`config.mk`:
```
export PLATFORM = sky130hd
export DESIGN_NAME = led_fade_driver
export DESIGN_NICKNAME = d
export VERILOG_FILES = /design/src/rtl/led_fade_pkg.sv /design/src/rtl/led_fade_channel.sv /design/src/rtl/led_fade_driver.sv
export SDC_FILE = /design/constraint.sdc
export NUM_CORES = 1
export LEC_CHECK = 0
export ABC_AREA = 1
export BUFFER_PORTS_ARGS = -buffer_cell sky130_fd_sc_hd__buf_2
export CAP_MARGIN = 20
export CORE_ASPECT_RATIO = 1.1
export CORE_UTILIZATION = 58
export CTS_BUF_LIST = sky130_fd_sc_hd__clkbuf_4 sky130_fd_sc_hd__clkbuf_8 sky130_fd_sc_hd__clkbuf_16
export DETAILED_ROUTE_END_ITERATION = 8
export PLACE_DENSITY = 0.85
export SKIP_LAST_GASP = 1
export SYNTH_ARGS = -nofsm -noshare
export SYNTH_HDL_FRONTEND = slang
export SYNTH_SLANG_ARGS = --single-unit
```
`constraint.sdc`:
```
create_clock -name FPGA_CLK_50 -period 1.6 [get_ports FPGA_CLK_50]
set_clock_uncertainty 0.05 [all_clocks]
set_input_delay 0.32 -clock FPGA_CLK_50 [delete_from_list [all_inputs] [get_ports FPGA_CLK_50]]
set_output_delay 0.32 -clock FPGA_CLK_50 [all_outputs]
set_load 0.03 [all_outputs]
```
`src/rtl/led_fade_pkg.sv`:
```
// Shared types and constants for the LED fade driver.
// LED_GAMMA_EN adds the gamma helper used by the channels.
package led_fade_pkg;

  localparam int BRIGHT_W = 8;
  localparam logic [BRIGHT_W-1:0] BRIGHT_MAX = {BRIGHT_W{1'b1}};
  localparam logic [BRIGHT_W-1:0] BRIGHT_ONE = {{(BRIGHT_W-1){1'b0}}, 1'b1};

  typedef enum logic [1:0] {
    CH_OFF  = 2'd0,
    CH_UP   = 2'd1,
    CH_ON   = 2'd2,
    CH_DOWN = 2'd3
  } ch_state_e;

`ifdef LED_GAMMA_EN
  // Square law taking the upper byte; full scale is pinned so "on" stays solid.
  function automatic logic [BRIGHT_W-1:0] gamma_map(input logic [BRIGHT_W-1:0] b);
    logic [2*BRIGHT_W-1:0] sq;
    sq = {{BRIGHT_W{1'b0}}, b} * {{BRIGHT_W{1'b0}}, b};
    if (b == BRIGHT_MAX) begin
      gamma_map = BRIGHT_MAX;
    end else begin
      gamma_map = sq[2*BRIGHT_W-1:BRIGHT_W];
    end
  endfunction
`endif

endpackage

```
`src/rtl/led_fade_channel.sv`:
```
// One LED channel: OFF/UP/ON/DOWN ramp FSM, brightness register and PWM compare.
// With LED_GAMMA_EN defined the PWM compare uses the gamma-mapped level.
module led_fade_channel
  import led_fade_pkg::*;
(
  input  logic                clk_i,
  input  logic                rst_ni,
  input  logic                req_i,
  input  logic                fade_tick_i,
  input  logic [BRIGHT_W-1:0] pwm_cnt_i,
  output logic                led_d_o,
  output logic                ramp_o
);

  ch_state_e           state_q, state_d;
  logic [BRIGHT_W-1:0] bright_q, bright_d;
  logic [BRIGHT_W-1:0] level_s;

  // Ramp FSM: a direction change always wins over a fade step in the same cycle.
  always_comb begin
    state_d  = state_q;
    bright_d = bright_q;
    case (state_q)
      CH_OFF: begin
        bright_d = '0;
        if (req_i) begin
          state_d = CH_UP;
        end else begin
          state_d = CH_OFF;
        end
      end
      CH_UP: begin
        if (!req_i) begin
          state_d = CH_DOWN;
        end else if (fade_tick_i) begin
          if (bright_q >= (BRIGHT_MAX - BRIGHT_ONE)) begin
            state_d  = CH_ON;
            bright_d = BRIGHT_MAX;
          end else begin
            bright_d = bright_q + BRIGHT_ONE;
          end
        end else begin
          state_d = CH_UP;
        end
      end
      CH_ON: begin
        bright_d = BRIGHT_MAX;
        if (!req_i) begin
          state_d = CH_DOWN;
        end else begin
          state_d = CH_ON;
        end
      end
      CH_DOWN: begin
        if (req_i) begin
          state_d = CH_UP;
        end else if (fade_tick_i) begin
          if (bright_q <= BRIGHT_ONE) begin
            state_d  = CH_OFF;
            bright_d = '0;
          end else begin
            bright_d = bright_q - BRIGHT_ONE;
          end
        end else begin
          state_d = CH_DOWN;
        end
      end
      default: begin
        state_d  = CH_OFF;
        bright_d = '0;
      end
    endcase
  end

  // State and brightness registers.
  always_ff @(posedge clk_i) begin
    if (!rst_ni) begin
      state_q  <= CH_OFF;
      bright_q <= '0;
    end else begin
      state_q  <= state_d;
      bright_q <= bright_d;
    end
  end

`ifdef LED_GAMMA_EN
  assign level_s = gamma_map(bright_q);
`else
  assign level_s = bright_q;
`endif

  // Full scale must be solid on, which a plain compare against 0..255 cannot give.
  assign led_d_o = (level_s == BRIGHT_MAX) || (level_s > pwm_cnt_i);
  assign ramp_o  = (state_q == CH_UP) || (state_q == CH_DOWN);

endmodule

```
`src/rtl/led_fade_driver.sv`:
```
// PWM fade driver for the HPS LED PIO word: input register, prescalers, PWM counter,
// per-channel ramps and registered outputs. Optional macro LED_GAMMA_EN (see channel).
module led_fade_driver
  import led_fade_pkg::*;
#(
  parameter int N_LED    = 8,
  parameter int PWM_DIV  = 196,
  parameter int FADE_DIV = 195313
) (
  input  logic             FPGA_CLK_50,
  input  logic             rst_n,
  input  logic [N_LED-1:0] led_req,
  output logic [N_LED-1:0] led_out,
  output logic             gpio_mirror,
  output logic             busy
);

  localparam int PWM_PW  = (PWM_DIV  > 1) ? $clog2(PWM_DIV)  : 1;
  localparam int FADE_PW = (FADE_DIV > 1) ? $clog2(FADE_DIV) : 1;
  localparam logic [PWM_PW-1:0]  PWM_LAST  = PWM_PW'(PWM_DIV - 1);
  localparam logic [FADE_PW-1:0] FADE_LAST = FADE_PW'(FADE_DIV - 1);
  localparam logic [PWM_PW-1:0]  PWM_INC   = PWM_PW'(1);
  localparam logic [FADE_PW-1:0] FADE_INC  = FADE_PW'(1);

  logic [N_LED-1:0]    req_q;
  logic [PWM_PW-1:0]   pwm_pre_q, pwm_pre_d;
  logic [FADE_PW-1:0]  fade_pre_q, fade_pre_d;
  logic [BRIGHT_W-1:0] pwm_cnt_q, pwm_cnt_d;
  logic                pwm_tick_s, fade_tick_s;
  logic [N_LED-1:0]    led_out_q;
  logic                gpio_mirror_q;
  logic                busy_q;
  logic [N_LED-1:0]    led_d_s;
  logic [N_LED-1:0]    ramp_s;

  assign pwm_tick_s  = (pwm_pre_q == PWM_LAST);
  assign fade_tick_s = (fade_pre_q == FADE_LAST);

  // Prescaler and PWM counter next-state; pwm_cnt wraps 255 -> 0 naturally.
  always_comb begin
    pwm_pre_d  = pwm_pre_q;
    fade_pre_d = fade_pre_q;
    pwm_cnt_d  = pwm_cnt_q;
    if (pwm_tick_s) begin
      pwm_pre_d = '0;
      pwm_cnt_d = pwm_cnt_q + BRIGHT_ONE;
    end else begin
      pwm_pre_d = pwm_pre_q + PWM_INC;
      pwm_cnt_d = pwm_cnt_q;
    end
    if (fade_tick_s) begin
      fade_pre_d = '0;
    end else begin
      fade_pre_d = fade_pre_q + FADE_INC;
    end
  end

  for (genvar g = 0; g < N_LED; g++) begin : g_ch
    led_fade_channel u_ch (
      .clk_i       (FPGA_CLK_50),
      .rst_ni      (rst_n),
      .req_i       (req_q[g]),
      .fade_tick_i (fade_tick_s),
      .pwm_cnt_i   (pwm_cnt_q),
      .led_d_o     (led_d_s[g]),
      .ramp_o      (ramp_s[g])
    );
  end

  // Input, timebase and output registers; the mirror shares led_out[0]'s next value.
  always_ff @(posedge FPGA_CLK_50) begin
    if (!rst_n) begin
      req_q         <= '0;
      pwm_pre_q     <= '0;
      fade_pre_q    <= '0;
      pwm_cnt_q     <= '0;
      led_out_q     <= '0;
      gpio_mirror_q <= 1'b0;
      busy_q        <= 1'b0;
    end else begin
      req_q         <= led_req;
      pwm_pre_q     <= pwm_pre_d;
      fade_pre_q    <= fade_pre_d;
      pwm_cnt_q     <= pwm_cnt_d;
      led_out_q     <= led_d_s;
      gpio_mirror_q <= led_d_s[0];
      busy_q        <= |ramp_s;
    end
  end

  assign led_out     = led_out_q;
  assign gpio_mirror = gpio_mirror_q;
  assign busy        = busy_q;

endmodule

```
==> results of run 1 <==
[cells by family after synthesis]
group	after synthesis
simple gates	914
fa+ha+maj	100
buf+inv	242
compound gates	278
xor+xnor	44
flops	131
[metal layers]
layer  overflow  GRT usage (%)
met1          0          75.26
met2         14          94.68
met3          1          61.13
met4         20          79.57
met5          0          9.259
[repair_timing]
action                                  CTS
buffers inserted                         27
resized for setup                       186
endpoints found under the setup margin  106
pin swaps                                41
cloned                                    5
[per-stage QoR]
step                cell area (um2)  setup TNS, ps
global placement              12670          -4024
floorplan                     10670         -52.11
CTS                           14320          -3897
detailed placement            12670          -8767
==> parameters.txt, run 1 <==
Parameter                              Value

Yosys
  Post-Synth Simple-Gate Area    37.06%
  #FFs+latches synth    131
  Adder-Cell Fraction of Synth Area    11.74%
  Leading cell type by number of instances after synthesis    nand2_1
  Syn Inst Count    1709
  Post-Synthesis Net Count    1819
  Post-synthesis area per instance    6.234 um2
  Area share of the leading cell type in the synthesized netlist    24.62%
  Distinct cell type count of the synthesized netlist    40
  Post-synthesis async set-or-reset flop share    0%
  Count of flip-flops with a built-in enable after synthesis    0
  Post-synthesis xor/xnor area fraction    3.617%
  Synthesized-area fraction occupied by ao, oa, aoi and oai cells    13.80%
  Cell taking the most area after synthesis    dfxtp_1
  Combinational family with the most area after synthesis    simple AND/OR/NAND/NOR gates
  Synth top area cells    dfxtp_1 (25%), nand2_1 (17%), ha_1 (12%)
  Netlist area before placement    10650 um2
  Top cell types by occurrence after synthesis    nand2_1 (479), inv_1 (194), nand3_1 (173)
  Proportion of synthesized chip area in sequential cells    24.62%
  Portion of netlist area occupied by mux cells    0%
  Yosys warnings    0
  Flip-flop cell with the highest count after synthesis    dfxtp_1

Floorplanning
  Die H    144.1 um
  Placement row count    51
  Horiz. Die Dim    131.2 um
  Num ports    20
  Initial cell density of the core    59.63%

Clocking
  Root buf cell    clkbuf_16
  TritonCTS buffer count    17
  Max Root-Sink Buffers    2
  Sink count of the clock tree    131
  Number of H-tree levels    4
  Count of hold-fix buffers inserted at cts    0

Run status
  Error message    [ERROR GRT-0232] Routing congestion too high. Check the congestion heatmap in the GUI.
  Last stage    5_1_grt
  Outcome    aborted with a tool error

Place
  Post-Place Worst Slack    -145.6 ps
  Detailed Place HPWL    22630 um
  Dpl cells    2157
  GPL Wtd Cong    0.9511
  Number of buffers added on ports    19

Timing
  Kind of the worst endpoint    register input
  Last reported worst endpoint of the global-route repair pass    g_ch[2].u_ch.state_q[0]$_SDFFE_PN0P_/D

GRT
  Maximum number of pins on one net before global-route repair    59
  Overall track demand over capacity in global routing    76.11%
  Gr ovfl total    35
==> inputs of run 2 (changes only) <==
Settings changed: CORE_ASPECT_RATIO 1.1 to default, CORE_UTILIZATION 58 to 40, CTS_BUF_LIST sky130_fd_sc_hd__clkbuf_4 sky130_fd_sc_hd__clkbuf_8 sky130_fd_sc_hd__clkbuf_16 to default, PLACE_DENSITY 0.85 to default, PLACE_DENSITY_LB_ADDON from default to 0.15.
Clock period 1.6 ns to 2.1 ns, I/O delays scaled along.
==> parameters.txt, run 2 <==
Parameter                              Value

Run status
  Outcome    finished, final reports clean

Timing
  Remaining max-slew budget at the tightest pin    62.33%
  Total negative setup slack    0 ps
  Number of pins exceeding their max-slew limit in the final report    0
  Worst hold-check slack    122.0 ps
  Setup violations, final    0
  Max Clock Freq    528.5 MHz
  Setup repair after global routing missed its margin    false
  Final-report hold violation count    0
  Measured slew at the worst slew-check pin    564.5 ps
  Clock period minus final worst setup slack    1892 ps
  Final Cycle Share    90.10%

GRT
  First-pass GRT wire length    47710 um
  Overall track demand over capacity in global routing    21.84%
  Antenna violations before repair    1
  Gr ovfl total    0
  Via count of the first global-routing pass    9795
  Maximum number of pins on one net before global-route repair    42

Place
  Placed cell area    11370 um2 (-10%)
  GPL Wtd Cong    0.9232 (-2.9%)
  Detailed Place HPWL    21300 um (-5.9%)
  Number of buffers added on ports    19 (unchanged)

Finish
  Highest-count cells in the layout ignoring fill and taps    nand2_1 (479), inv_1 (192), nand3_1 (172), nor2_1 (163), a21oi_1 (148)
  # fillers    2722
  Growth of design area from synthesis to finish    12.54%
  Flip-flop count of the largest register, all copies and words added    64
  Storage cell area    2623 um2
  Most common library cell in the layout ignoring fill and taps    nand2_1
  Cell area after layout    11990 um2
  Post-layout utilization of the core    46.01%
  Final Net Count    1867
  Layout cell share with drive strength beyond 1    8.983%
  Area of combinational cells with multiple inputs    7077 um2
  Register with the most flip-flops    g_ch.u_ch.bright_q
  Regs by FF count    g_ch.u_ch.bright_q: 64 flops, fade_pre_q: 18 flops, g_ch.u_ch.state_q: 16 flops

Clocking
  CTS tree    built
  Number of H-tree levels    4 (unchanged)
  TritonCTS buffer count    17 (unchanged)
  Root buf cell    clkbuf_16
  Worst skew pair latency    430 ps
  Sink count of the clock tree    131 (unchanged)
  Max Root-Sink Buffers    2 (unchanged)
  CTS clock-pin slew for the worst setup and hold paths    70 ps

Yosys
  Syn Inst Count    1709 (unchanged)
  Post-synthesis area per instance    6.234 um2 (unchanged)
  #FFs+latches synth    131 (unchanged)
  Distinct cell type count of the synthesized netlist    40 (unchanged)
  Post-Synthesis Net Count    1819 (unchanged)
  Proportion of synthesized chip area in sequential cells    24.62% (unchanged)
  Netlist area before placement    10650 um2 (unchanged)
  Flip-flop cell with the highest count after synthesis    dfxtp_1
  Synth top area cells    dfxtp_1 (25%), nand2_1 (17%), ha_1 (12%)
  Area share of the leading cell type in the synthesized netlist    24.62% (unchanged)
  Leading cell type by number of instances after synthesis    nand2_1
  Count of flip-flops with a built-in enable after synthesis    0 (unchanged)
  Top cell types by occurrence after synthesis    nand2_1 (479), inv_1 (194), nand3_1 (173)
  Post-synthesis async set-or-reset flop share    0% (unchanged)
  Yosys warnings    0 (unchanged)
  Cell taking the most area after synthesis    dfxtp_1

Pwr
  VDD IR-drop max    0.4387 mV
  Clock share of power    32.3%
  Pwr Density    784.6 nW/um2
  Post-route total power    0.009408 W
  Switching power total    0.003747 W
  Leak pwr    5.478 nW
  Part of the total power dissipated in sequential elements    33.2%
  Sw Share    39.82%
  Share of power burned in combinational logic    34.5%
  Internal power of the cells    0.005661 W

Detailed routing
  Vias per cell    5.105
  Total vias in the final route    10751
  Initial drt markers    758
  Routed wire length    28750 um
  First drt pass iteration count    5
  DRC violations left    0
  Average wire per cell in the routed design    13.65 um
  Remaining number of nets flagged by the antenna check after routing    0

Floorplanning
  Initial cell density of the core    40.88% (-19 points)
  Placement row count    59 (+16%)
  Horiz. Die Dim    165.2 um (+26%)
  Die H    165.2 um (+15%)
  Num ports    20 (unchanged)
  Die footprint    27290 um2
  Area of the core    26060 um2

Critical path
  CP Data Arrival Time    2160 ps
  Startpoint class of the critical path    flip-flop
  Crit Path Class    reg2reg
  Critical path peak fanout    7
  Kind of end point of the critical path    flip-flop
  Req. time, crit path    2370 ps

Job
  Max-cap viol count    0

Min path
  Hold crit path type    in2reg
==> run 2: cell counts after synthesis <==
No cell type changed its count.
==> run 2: area by class of cell <==
class | instances | area share (%)
Multi-Input combinational cell | 1336 | 59.02
Sequential cell | 131 | 21.87
Inverter | 203 | 6.512
Timing Repair Buffer | 68 | 4.174
Clock buffer | 17 | 3.548
Tap cell | 335 | 3.496
Clock inverter | 15 | 1.357
Antenna cell | 1 | 0.02087
==> run 2: metal layers <==
metal  GRT usage, %  share of wire, %  wire length, um
met1          29.01                49            13960
met2          36.52                46            13330
met3          2.697               3.5             1003
met4          6.881               1.6              454
met5              0                 0                0
==> run 2: per-stage QoR <==
stage / setup slack (ps) / std cells
finish: 207.9 / 2106
CTS: 108.9 / 2104
global route: 28.05 / 2106
detailed placement: 152.5 / 2072
global placement: 219.1 / 2072
floorplan: 376.3 / 1709
==> run 2: final timing paths <==
kind | slack (ps) | start | depth (start not counted) | to
setup / recovery | 210 | g_ch[0].u_ch.bright_q[0]$_SDFFE_PN0P_ | 10 | g_ch[0].u_ch.state_q[0]$_SDFFE_PN0P_
hold / removal | 120 | led_req[4] | 3 | req_q[4]$_SDFF_PN0_
setup reg to reg | 210 | g_ch[0].u_ch.bright_q[0]$_SDFFE_PN0P_ | 10 | g_ch[0].u_ch.state_q[0]$_SDFFE_PN0P_
hold reg to reg | 400 | pwm_pre_q[0]$_SDFF_PP0_ | 1 | pwm_pre_q[0]$_SDFF_PP0_
==> run 2: logic make-up after synthesis <==
family	count (synthesis)	share of synthesized area [%]
xor+xnor	44	3.617
fa+ha+maj	100	11.74
flops	131	24.62
buf+inv	242	9.160
simple gates	914	37.06
compound gates	278	13.80
==> run 2: power by group through the flow <==
stage	clock [W]	combinational (W)	sequential, W
after CTS	0.00312	0.00323	0.00312
after floorplan	0	0.00246	0.00316
after global placement	0	0.00320	0.00318
after detailed placement	0	0.00321	0.00318
final	0.00304	0.00324	0.00313
after global routing	0.00322	0.00373	0.00318
==> run 2: worst max-delay path: stages (launching register included) <==
cell     delay (ps)
dfxtp_1         430
inv_1            90
ha_1            250
o21ai_0         220
nor2_1           90
nor2_2          220
nand3_1         170
nand3_1         110
nand2_1          50
nand2_1          50
nor2_1           40
==> run 2: timing repair <==
action / 4_1_cts / 5_1_grt
setup buffers: 0 / 1
resized for setup: 0 / 6
hold buffers: 0 / 0
endpoints found under the setup margin: 0 / 12
Note: power is estimated with default switching activity, not from simulation.
